<file path="config.mk">
export PLATFORM = sky130hd
export DESIGN_NAME = cmp_vector_gen
export DESIGN_NICKNAME = d
export VERILOG_FILES = /design/src/rtl/comparator_sweep_checker_vector_gen.sv
export SDC_FILE = /design/constraint.sdc
export NUM_CORES = 1
export LEC_CHECK = 0
export CORE_AREA = 5 5 42 44
export DETAILED_ROUTE_END_ITERATION = 6
export DIE_AREA = 0 0 47 49
export SYNTH_ARGS = -nofsm -noshare
export SYNTH_HDL_FRONTEND = slang
export SYNTH_SLANG_ARGS = --single-unit
</file>
<file path="constraint.sdc">
create_clock -name clk -period 1.5 [get_ports clk]
set_clock_uncertainty 0.05 [all_clocks]
set_input_delay 0.225 -clock clk [delete_from_list [all_inputs] [get_ports clk]]
set_output_delay 0.225 -clock clk [all_outputs]
set_load 0.05 [all_outputs]
</file>
<file path="src/rtl/comparator_sweep_checker_vector_gen.sv">
// Operand pair counter for the sweep: clear, advance, and a wrap strobe that
// fires on the advance that rolls the counter back to zero.
module cmp_vector_gen #(
  parameter int VEC_W = 8
) (
  input  logic             clk,
  input  logic             rst_n,
  input  logic             clr_i,
  input  logic             adv_i,
  output logic [VEC_W-1:0] vec_o,
  output logic             wrap_o
);

  logic [VEC_W-1:0] vec_q, vec_d;

  always_comb begin
    vec_d = vec_q;
    if (clr_i) begin
      vec_d = '0;
    end else if (adv_i) begin
      vec_d = vec_q + VEC_W'(1);
    end
  end

  always_ff @(posedge clk) begin
    if (!rst_n) begin
      vec_q <= '0;
    end else begin
      vec_q <= vec_d;
    end
  end

  assign vec_o  = vec_q;
  assign wrap_o = adv_i && !clr_i && (vec_q == '1);

endmodule

</file>
==> flow_summary.toml <==
[grt]
antenna_found_initial = 0
grt_max_degree = 9
grt_pass1_wl_um = 1680
grt_overflow_total = 0
grt_use_total_pct = 10.7
first_global_vias = 360

[setup_path]
end_kind = "output port"
critPathLaunchType = "register"
path_class = "reg2out"
crit_required_ns = 1.22
reg2reg_setup_slack_ns = 0.19
cp_data_arrival_time_ns = 1.22
path_max_fanout = 3
r2r-end = "vec_o[6]$_SDFFE_PP0P_"
reg2reg_depth = 5
r2r_start = "vec_o[0]$_SDFFE_PP0P_"

[drt]
via_per_inst = 4.61
drt-wirelength-per-cell_um = 11.9
dr.pass1.iters = 2
wl_um = 943
top_layer_used = "met4"
wl_met1_um = 393
wl_met3_um = 67
drc = 0
dr_wl_met2_um = 455
via_count = 364
drt_iter0_markers = 1
antenna_left = 0

[sta]
fmax_mhz = 669
worst_slew_pin_slew_ns = 0.320
drv_slew = 0
setup_ws_ns = 0.00622
slew_headroom_pct = 78.7
min_period_over_period_pct = 99.6
period_minus_slack_ns = 1.49
setup_viol = 0
whs_ns = 0.481
rsz0062_at_grt = "true"
hold_violations = 0

[die]
core_area_sq_um = 1400
io_pins = 13
initial_core_util_pct = 26.0
die_w_um = 47
die-area_sq_um = 2300
row_count = 14
die_h_um = 49

[power_and_ir_drop]
vdd_drop_max_mv = 0.375
pwr-share-seq_pct = 47.4
leakage_nw = 0.274
pwr-share-clk_pct = 42.3
p_comb_share_pct = 10.3
p_per_area_nw_per_um2 = 589
p_switching_mw = 0.108
p_sw_share_pct = 24.5
internal_power_mw = 0.332

[clock_tree]
clk_latency_ns = 0.27
clock_sinks = 8
clk_pin_slew_ns = 0.06
h-tree-depth = 1
cts_tree = "yes"
cts_made_buffers = 3
cts-root-buf = "clkbuf_4"
clock_path_buffers = 2

[synth]
syn_avg_cell_area_sq_um = 9.10
synth_top_cells_by_count = "dfxtp_1, nor2_1"
yosysTopAreaCell = "dfxtp_1"
yosys_warnings = 0
syn_area_sq_um = 364
yosysMostFrequentCell = "dfxtp_1"
synth.distinct_cells = 17
synth_cells = 40
synthTopCellsByArea = "dfxtp_1, xor2_1, nand4_4"
ys.flop_type = "dfxtp_1"
seq_area_frac_synth_pct = 44.0
syn-num-nets = 45
synth-edff-count = 0
ys_ff_latch = 8
async_reset_ff_share_pct = 0
netlist.area_leader.share_pct = 44.0

[worst_hold_path]
hold_path_class = "reg2reg"
whs_path_depth = 2
min_to = "vec_o[5]$_SDFFE_PP0P_"
hp-start = "vec_o[5]$_SDFFE_PP0P_"

[place]
gp_congestion = 0.706
pre_cts_ws_ns = -0.165
dp_hpwl_um = 711
dp_cells = 73
numPortBuffers = 12

[layout]
nNetsFinal = 69
num_antenna_cells = 0
finish.utilization_pct = 53.3
fin_cells = 79
area_growth_pct = 105
drive_gt1_share_pct = 55.6
largest_reg_flops = 8

[flow_run]
drv_cap = 0

[status]
outcome = "completed"
==> worst max path at each step <==
stage | startpoint | endpoint | slack [ns]
finish | vec_o[0]$_SDFFE_PP0P_ | wrap_o | 0.006
floorplan | vec_o[0]$_SDFFE_PP0P_ | wrap_o | -0.17
global route | vec_o[0]$_SDFFE_PP0P_ | wrap_o | -0.05
global placement | adv_i | wrap_o | -0.13
CTS | vec_o[0]$_SDFFE_PP0P_ | wrap_o | -0.005
detailed placement | adv_i | vec_o[7]$_SDFFE_PP0P_ | -0.17
==> critical path, stage by stage, from the launching register on <==
cell	delay [ns]
dfxtp_4	0.36
ha_4	0.15
nand3_4	0.08
nor4_4	0.19
buf_12	0.18
==> cells in the final DEF (no fill, tap or decap), drive strengths merged <==
| cell type | instances |
|---|---|
| nand2b | 1 |
| or3 | 3 |
| clkdlybuf4s50 | 3 |
| nand4 | 3 |
| buf | 18 |
| nand2 | 3 |
| nand3 | 2 |
| xnor2 | 1 |
| xor2 | 3 |
| nor2 | 5 |
| o21ai | 3 |
| ha | 1 |
| a21oi | 3 |
| dfxtp | 8 |
| nor4 | 1 |
| mux2i | 1 |
| clkbuf | 4 |
==> through the flow <==
stage | power [mW] | setup TNS [ns] | cell area [sq um]
3_5_place_dp | 0.264 | -0.549 | 688
5_1_grt | 0.461 | -0.0451 | 747
6_report | 0.440 | 0 | 747
4_1_cts | 0.444 | -0.00474 | 744
3_3_place_gp | 0.264 | -0.442 | 688
2_1_floorplan | 0.242 | -0.165 | 417
==> cell families (layout without fill, tap and decap cells) <==
| group | count (synthesis) | after routing | share of synthesized area, % |
|---|---|---|---|
| simple gates | 18 | 18 | 28.9 |
| fa+ha+maj | 1 | 1 | 3.44 |
| xor+xnor | 4 | 4 | 9.62 |
| compound gates | 6 | 6 | 8.25 |
| mux | 1 | 1 | 2.75 |
| buf+inv | 2 | 25 | 3.09 |
| flops | 8 | 8 | 44.0 |
==> area by class of cell <==
| type | instances | area [sq um] |
|---|---|---|
| clock buffers | 4 | 26.3 |
| multi-input cells | 30 | 240 |
| flip-flops and latches | 8 | 183 |
| fillers | 147 | 654 |
| well taps | 16 | 20.0 |
| repair buffers | 21 | 278 |
==> power by group through the flow <==
stage	logic (mW)	registers, mW	clock network (mW)
3_5_place_dp	0.0443	0.220	0
2_1_floorplan	0.0147	0.227	0
6_report	0.0455	0.209	0.186
3_3_place_gp	0.0441	0.219	0
4_1_cts	0.0459	0.209	0.189
5_1_grt	0.0488	0.209	0.204
==> layer usage <==
metal | vias to the layer above | GRT usage, %
met2 | 10 | 14.5
li1 | 189 | -
met1 | 163 | 12.9
met3 | 2 | 5.17
met5 | - | 0
met4 | 0 | 6.91
==> timing repair <==
action / CTS / global route
pin swaps: 2 / 0
hold buffers: 0 / 0
setup buffers: 2 / 0
setup endpoints to repair: 1 / 1
resized for setup: 6 / 1
No activity file was read; power rests on OpenSTA's default activity.
